### config.mk
export PLATFORM = sky130hd
export DESIGN_NAME = interrupt_controller
export DESIGN_NICKNAME = d
export VERILOG_FILES = /design/src/rtl/interrupt_controller.sv
export SDC_FILE = /design/constraint.sdc
export NUM_CORES = 1
export LEC_CHECK = 0
export ABC_AREA = 0
export ABC_CLOCK_PERIOD_IN_PS = 5740
export BUFFER_PORTS_ARGS = -buffer_cell sky130_fd_sc_hd__buf_2
export CAP_MARGIN = 25
export CORE_MARGIN = 2
export CORE_UTILIZATION = 37
export CTS_BUF_LIST = sky130_fd_sc_hd__clkbuf_8
export DETAILED_ROUTE_END_ITERATION = 7
export PLACE_DENSITY_LB_ADDON = 0.1
export SETUP_SLACK_MARGIN = 0.3
export SYNTH_ARGS = -nofsm -noshare
export SYNTH_HDL_FRONTEND = slang
export SYNTH_SLANG_ARGS = --single-unit
### constraint.sdc
create_clock -name clk_i -period 5.74 [get_ports clk_i]
set_input_delay 1.148 -clock clk_i [delete_from_list [all_inputs] [get_ports clk_i]]
set_output_delay 1.148 -clock clk_i [all_outputs]
set_load 0.02 [all_outputs]
### src/rtl/interrupt_controller.sv
// Round-robin interrupt controller: rising edges on request lines become sticky pending bits,
// masked by mie, scanned one line per cycle and held on INT_o until the core's completion strobe.
module interrupt_controller #(
   parameter int unsigned N_IRQ = 16
) (
   input  logic             clk_i,
   input  logic             rst_i,
   input  logic [N_IRQ-1:0] int_req_i,
   input  logic [31:0]      mie_i,
   input  logic             INT_RST_i,
   output logic             INT_o,
   output logic [31:0]      mcause_o,
   output logic [N_IRQ-1:0] int_fin_o
);

   localparam int unsigned   CW   = (N_IRQ > 1) ? $clog2(N_IRQ) : 1;
   localparam logic [CW-1:0] LAST = CW'(N_IRQ - 1);

   typedef enum logic [1:0] {IDLE, SCAN, BUSY} state_t;

   state_t           state;
   logic [CW-1:0]    cnt;
   logic [CW-1:0]    irq_id;
   logic [N_IRQ-1:0] req_q;
   logic [N_IRQ-1:0] pending;
   logic [N_IRQ-1:0] rise;
   logic [N_IRQ-1:0] masked;
   logic [N_IRQ-1:0] sel_onehot;
   logic [N_IRQ-1:0] clr;
   logic             done;
   logic [31:0]      mie_unused;

   // mie bits above N_IRQ carry no lines
   assign mie_unused = mie_i;

   always_comb begin
      rise       = int_req_i & ~req_q;
      masked     = pending & mie_i[N_IRQ-1:0];
      sel_onehot = N_IRQ'(1) << irq_id;
      done       = (state == BUSY) && INT_RST_i;
      clr        = done ? sel_onehot : '0;
   end

   always_ff @(posedge clk_i) begin
      if (rst_i) begin
         state     <= IDLE;
         cnt       <= '0;
         irq_id    <= '0;
         req_q     <= '0;
         pending   <= '0;
         INT_o     <= 1'b0;
         mcause_o  <= '0;
         int_fin_o <= '0;
      end else begin
         req_q     <= int_req_i;
         // a rise coinciding with the clear of the same line survives
         pending   <= (pending & ~clr) | rise;
         INT_o     <= (state == BUSY) && !INT_RST_i;
         int_fin_o <= '0;
         case (state)
            IDLE: begin
               if (|masked) state <= SCAN;
            end
            SCAN: begin
               if (masked == '0) begin
                  state <= IDLE;
               end else if (masked[cnt]) begin
                  state    <= BUSY;
                  irq_id   <= cnt;
                  mcause_o <= {1'b1, 31'(cnt)};
               end else begin
                  cnt <= (cnt == LAST) ? '0 : cnt + 1'b1;
               end
            end
            BUSY: begin
               if (INT_RST_i) begin
                  state     <= IDLE;
                  int_fin_o <= sel_onehot;
                  cnt       <= (irq_id == LAST) ? '0 : irq_id + 1'b1;
               end
            end
            default: state <= IDLE;
         endcase
      end
   end

endmodule

# --- Word-level counts from Yosys, hierarchy flattened ---
# Cells that the tools add are included.
word_totals:
  reg_bits: 64
  inputBits: 51
  out_inout_bits: 49
op_classes:
  add_sub_neg: 2
  magnitude_cmp: 1
  eq_ne: 9
  n_shift: 1
  muxes: 14
  bitwise: 9
  n_reduce_logical: 11
op_table:
  columns: ["op", "n"]
  rows:
  - ["bitwise AND 16 bit", 3]
  - ["NOT 16 bit", 2]
  - ["2-to-1 mux 4 bit", 5]
  - ["logical NOT 16 bit", 1]
  - ["2-to-1 mux 16 bit", 1]
  - ["OR 16 bit", 1]
  - ["OR reduction 16 bit", 1]
  - ["left shift 1 x 4 -> 16 bit, first input constant", 1]
  - ["adder 4 x 1 -> 4 bit, second input constant", 2]
  - ["== test 4 bit, second input constant", 2]
  - ["2-to-1 mux 2 bit", 4]
  - ["inequality test 2 bit, second input constant", 4]
  - ["case mux 4 bit (2 select lines)", 1]
  - ["case mux 2 bit (3 select lines)", 1]
  - ["AND reduction 3 bit", 2]
  - ["< comparator 4 x 5 -> 1 bit, second input constant", 1]
  - ["binary-select mux 1 bit (select 4 bit)", 1]
  - ["AND reduction 4 bit", 1]
  - ["inequality test 3 bit, second input constant", 1]
  - ["NOT 1 bit", 3]
  - ["OR reduction 3 bit", 1]
  - ["== test 2 x 1 -> 1 bit, second input constant", 1]
  - ["== test 2 bit, second input constant", 1]
  - ["logical AND 1 bit", 2]
  - ["4 further kinds", 4]

# --- Logic depth before layout (Yosys ltp) ---
logic_depth:
  depth_word: 6
  mapped_depth: 7
  depth_no_buf: 6

# --- Worst setup path after synthesis ---
# No wires, ideal clock.
synth_timing:
  path_kind: "input to register"
  startpoint: "in mie_i[15]"
  endpoint: "reg mcause_o[3]"
  arrival_time_ns: 2.403
  t_required_ns: 5.624
  path_slack_ns: 3.221
  path_stages: 6
  path_cell_list: "nand2_1 > mux4_2 > o22a_1 > a21bo_1 > buf_6 > a31o_1"
synth_between:
  elab_chain_cells: 4
synth_lines:
  columns: ["item", "line", "source"]
  rows:
  - ["start, declared", "9", "input logic [31:0] mie_i,"]
  - ["bitwise AND 16 bit (*)", "38", "masked = pending & mie_i[N_IRQ-1:0];"]
  - ["binary-select mux 1 bit (select 4 bit) or logical NOT 16 bit (tied branches)", "67, 65", null]
  - ["2-to-1 mux 1 bit (not written as such) or NOT 1 bit (tied branches)", null, null]
  - ["AND reduction 3 bit (no line) (*)", null, null]
  - ["end signal, assigned", "70", "mcause_o <= {1'b1, 31'(cnt)};"]
  - ["end, declared", "12", "output logic [31:0] mcause_o,"]
# Every way passes the cells marked *; elsewhere a longest branch is shown, timed or not. The select of a mux whose other input is x is not followed.
# A chain may end at the register's enable or synchronous reset.

==> flow_results.xml <==
<?xml version="1.0" encoding="UTF-8"?>
<metrics>
  <group name="setup_path">
    <metric name="crit_path_buf_inv_count" unit="">1</metric>
    <metric name="crit_slowest_cell" unit="">sky130_fd_sc_hd__dfxtp_1</metric>
    <metric name="critical_path.max_fanout" unit="">16</metric>
    <metric name="worst_setup_path_end_kind" unit="">output port</metric>
    <metric name="worst_ep_arrival_time" unit="ns">1.30</metric>
    <metric name="timing_worst_setup_path_type" unit="">reg -&gt; out</metric>
    <metric name="cp_top_family" unit="">flip-flops</metric>
    <metric name="critical_path_required_time" unit="ns">4.59</metric>
    <metric name="worstSetupStartpointType" unit="">register</metric>
    <metric name="timing.critical_path.cells" unit="">buf_2</metric>
    <metric name="worst_path_largest_cell_delay" unit="ns">0.69</metric>
  </group>
  <group name="power_and_ir_drop">
    <metric name="cellPowerDensity" unit="nW/µm²">297</metric>
    <metric name="vdd_ir_drop_max" unit="µV">105</metric>
    <metric name="pwr-share-comb" unit="">0.137</metric>
    <metric name="net-switching-power" unit="µW">255</metric>
    <metric name="power.share.switching" unit="">0.276</metric>
    <metric name="cell_internal_pwr" unit="µW">670</metric>
    <metric name="sequential_power_share" unit="">0.503</metric>
    <metric name="cellLeakagePower" unit="µW">0.00140</metric>
    <metric name="share_of_total_power_in_the_clock_network" unit="">0.359</metric>
  </group>
  <group name="placement">
    <metric name="place_hpwl" unit="µm">4410</metric>
    <metric name="dp_slack" unit="ns">2.99</metric>
    <metric name="dpl.cell_count" unit="">440</metric>
    <metric name="place_congestion" unit="">0.825</metric>
    <metric name="numPortBuffers" unit="">56</metric>
  </group>
  <group name="sta">
    <metric name="maxSlewViolCount" unit="">0</metric>
    <metric name="finalSetupViolations" unit="">0</metric>
    <metric name="max_freq" unit="MHz">408</metric>
    <metric name="timing.final.hold_violations" unit="">0</metric>
    <metric name="worstMarginPinSlew" unit="ns">0.853</metric>
    <metric name="unrepaired_setup_endpoints_after_global_routing" unit="">false</metric>
    <metric name="final.period_utilization" unit="">0.427</metric>
    <metric name="final_critical_path_setup_slack" unit="ns">3.29</metric>
    <metric name="fin_skew" unit="ns">0.00587</metric>
    <metric name="hold_slack" unit="ns">0.448</metric>
    <metric name="max-slew-margin-rel" unit="">0.431</metric>
    <metric name="setup_total_negative_slack" unit="ns">0</metric>
    <metric name="final_min_period" unit="ns">2.45</metric>
  </group>
  <group name="clock_network">
    <metric name="cts.htree.levels" unit="">3</metric>
    <metric name="cts_made_buffers" unit="">9</metric>
    <metric name="clk_path_buf_depth" unit="">2</metric>
    <metric name="cts.root.buffer_cell" unit="">sky130_fd_sc_hd__clkbuf_8</metric>
    <metric name="clock_insertion_delay_worst_skew" unit="ns">0.34</metric>
    <metric name="post-cts-setup-buffer-count" unit="">0</metric>
    <metric name="cts_tree" unit="">done</metric>
    <metric name="clkSlewWorstSetupHoldPaths" unit="ns">0.06</metric>
    <metric name="cts_sinks" unit="">60</metric>
    <metric name="post_cts_resized" unit="">0</metric>
    <metric name="cts_hold_buffers" unit="">0</metric>
  </group>
  <group name="synth">
    <metric name="sequential_area_share_after_synthesis" unit="">0.442</metric>
    <metric name="synth_enable_flop_cells" unit="">0</metric>
    <metric name="netlist_area" unit="µm²">2720</metric>
    <metric name="ys_types" unit="">45</metric>
    <metric name="yosys_most_used_dff" unit="">sky130_fd_sc_hd__dfxtp_1</metric>
    <metric name="ys_seq_elements" unit="">60</metric>
    <metric name="syn-mean-instance-area" unit="µm²">9.08</metric>
    <metric name="synth_async_sr_flop_share" unit="">0</metric>
    <metric name="syn-instance-count" unit="">299</metric>
    <metric name="yosysWarningCount" unit="">0</metric>
  </group>
  <group name="die">
    <metric name="start_util" unit="">0.378</metric>
    <metric name="placeableCoreArea" unit="µm²">7180</metric>
    <metric name="floorplan.rows" unit="">31</metric>
    <metric name="dieWidth" unit="µm">89.7</metric>
    <metric name="die-area" unit="µm²">8040</metric>
    <metric name="ios" unit="">100</metric>
    <metric name="die-height" unit="µm">89.7</metric>
  </group>
  <group name="grt">
    <metric name="maximum_number_of_pins_on_one_net_before_global_route_repair" unit="">47</metric>
    <metric name="number_of_global_route_vias_before_repair" unit="">1930</metric>
    <metric name="track_usage" unit="">0.167</metric>
    <metric name="grt_antenna_before_repair" unit="">0</metric>
    <metric name="grt-ovfl-total" unit="">0</metric>
    <metric name="first_pass_grt_wire_length" unit="µm">9800</metric>
  </group>
  <group name="detailed_routing">
    <metric name="routed_wire_length_per_instance" unit="µm">13.5</metric>
    <metric name="highest_layer" unit="">met4</metric>
    <metric name="final_antenna_net_count" unit="">0</metric>
    <metric name="metal2_wl" unit="µm">2670</metric>
    <metric name="aggregate_routed_wire_length" unit="µm">6160</metric>
    <metric name="route.met3.wl" unit="µm">353</metric>
    <metric name="drt_initial_violations" unit="">106</metric>
    <metric name="vias" unit="">2141</metric>
    <metric name="route.detailed.drc" unit="">0</metric>
    <metric name="routed_via_density" unit="">4.71</metric>
    <metric name="m1WireLength" unit="µm">3000</metric>
    <metric name="firstDrtPassIters" unit="">4</metric>
  </group>
  <group name="final_layout">
    <metric name="stdcell_count" unit="">455</metric>
    <metric name="areaGrowthSynthToFinish" unit="%">14.8</metric>
    <metric name="ratio_of_cells_with_drive_above_1_in_the_final_layout" unit="">0.211</metric>
    <metric name="design.final.nets" unit="">410</metric>
    <metric name="antenna_cells" unit="">0</metric>
  </group>
  <group name="flow_run">
    <metric name="timing.max_cap.violations" unit="">0</metric>
  </group>
  <group name="min_path">
    <metric name="worst_hold_path_type" unit="">reg -&gt; reg</metric>
  </group>
  <group name="status">
    <metric name="run_status" unit="">complete, no violations</metric>
  </group>
</metrics>
[state kept, by name, indices dropped and copies added (netlist names)]
register	count
mcause_o	2
req_q	16
pending	16
state	2
INT_o	1
cnt	4
int_fin_o	16
irq_id	3
[per-layer routing]
metal,vias up,track usage
met1,979,0.233
met4,0,0.104
met3,12,0.0411
met5,-,0
met2,70,0.230
li1,1080,-
[placed cells by master, fill, tap and decap left out, types with 10 or more instances in the layout]
cell type	n
sky130_fd_sc_hd__buf_2	56
sky130_fd_sc_hd__nand3_1	10
sky130_fd_sc_hd__inv_1	11
sky130_fd_sc_hd__a21oi_1	21
sky130_fd_sc_hd__clkbuf_8	11
sky130_fd_sc_hd__conb_1	27
sky130_fd_sc_hd__dfxtp_1	60
sky130_fd_sc_hd__nor2b_1	30
sky130_fd_sc_hd__nor2_1	14
sky130_fd_sc_hd__nand2_1	30
[area by class of cell]
type	count	area, µm²
Fill cell	784	4060
Multi-Input combinational cell	216	1310
Sequential cell	60	1200
Timing Repair Buffer	56	280
Clock buffer	11	151
Tap cell	99	124
Inverter	9	33.8
Clock inverter	4	17.5
[final timing paths]
kind                      from            to  slack (ns)  depth (start not counted)
setup / recovery     irq_id[2]   mcause_o[2]        3.29                          1
hold / removal    mcause_o[31]  mcause_o[31]        0.45                          2
setup reg to reg        cnt[0]        cnt[2]        3.59                          4
hold reg to reg   mcause_o[31]  mcause_o[31]        0.45                          2
[logic make-up after synthesis]
kind of cell / after synthesis / synth area share
adder cells (fa/ha/maj): 7 / 0.0323
AND/OR/NAND/NOR: 122 / 0.240
multiplexers: 9 / 0.0429
buffers and inverters: 49 / 0.111
other: 1 / 0.00138
XOR/XNOR: 1 / 0.00323
flip-flops: 60 / 0.442
AO/OA/AOI/OAI: 50 / 0.127
[power by group through the flow]
| stage | logic [µW] | registers, µW | clock network, µW |
|---|---|---|---|
| finish | 127 | 465 | 332 |
| global route | 143 | 470 | 362 |
| CTS | 128 | 466 | 343 |
| detailed placement | 127 | 475 | 0 |
| global placement | 127 | 474 | 0 |
| floorplan | 122 | 463 | 0 |
[stage by stage]
step	utilization	instance area [µm²]	power [µW]
2_1_floorplan	-	2810	584
3_3_place_gp	0.411	2950	601
3_5_place_dp	0.411	2950	602
4_1_cts	0.435	3120	937
5_1_grt	0.435	3120	975
6_report	0.435	3120	925
[cells in the mapped netlist, drive strengths merged (3+ instances only)]
cell	instances	area (µm²)
dfxtp	60	1200
buf	30	230
nand2	30	113
nor2b	30	188
a21oi	21	105
nor2	14	52.6
clkbuf	10	37.5
nand3	10	50.1
inv	9	33.8
a22oi	7	52.6
and2	7	43.8
ha	7	87.6
nand2b	7	43.8
mux2i	6	60.1
o21ai	6	30.0
and3	5	31.3
nor3	5	25.0
nor4	4	25.0
nand3b	3	22.5
Note: power is estimated with default switching activity, not from simulation.
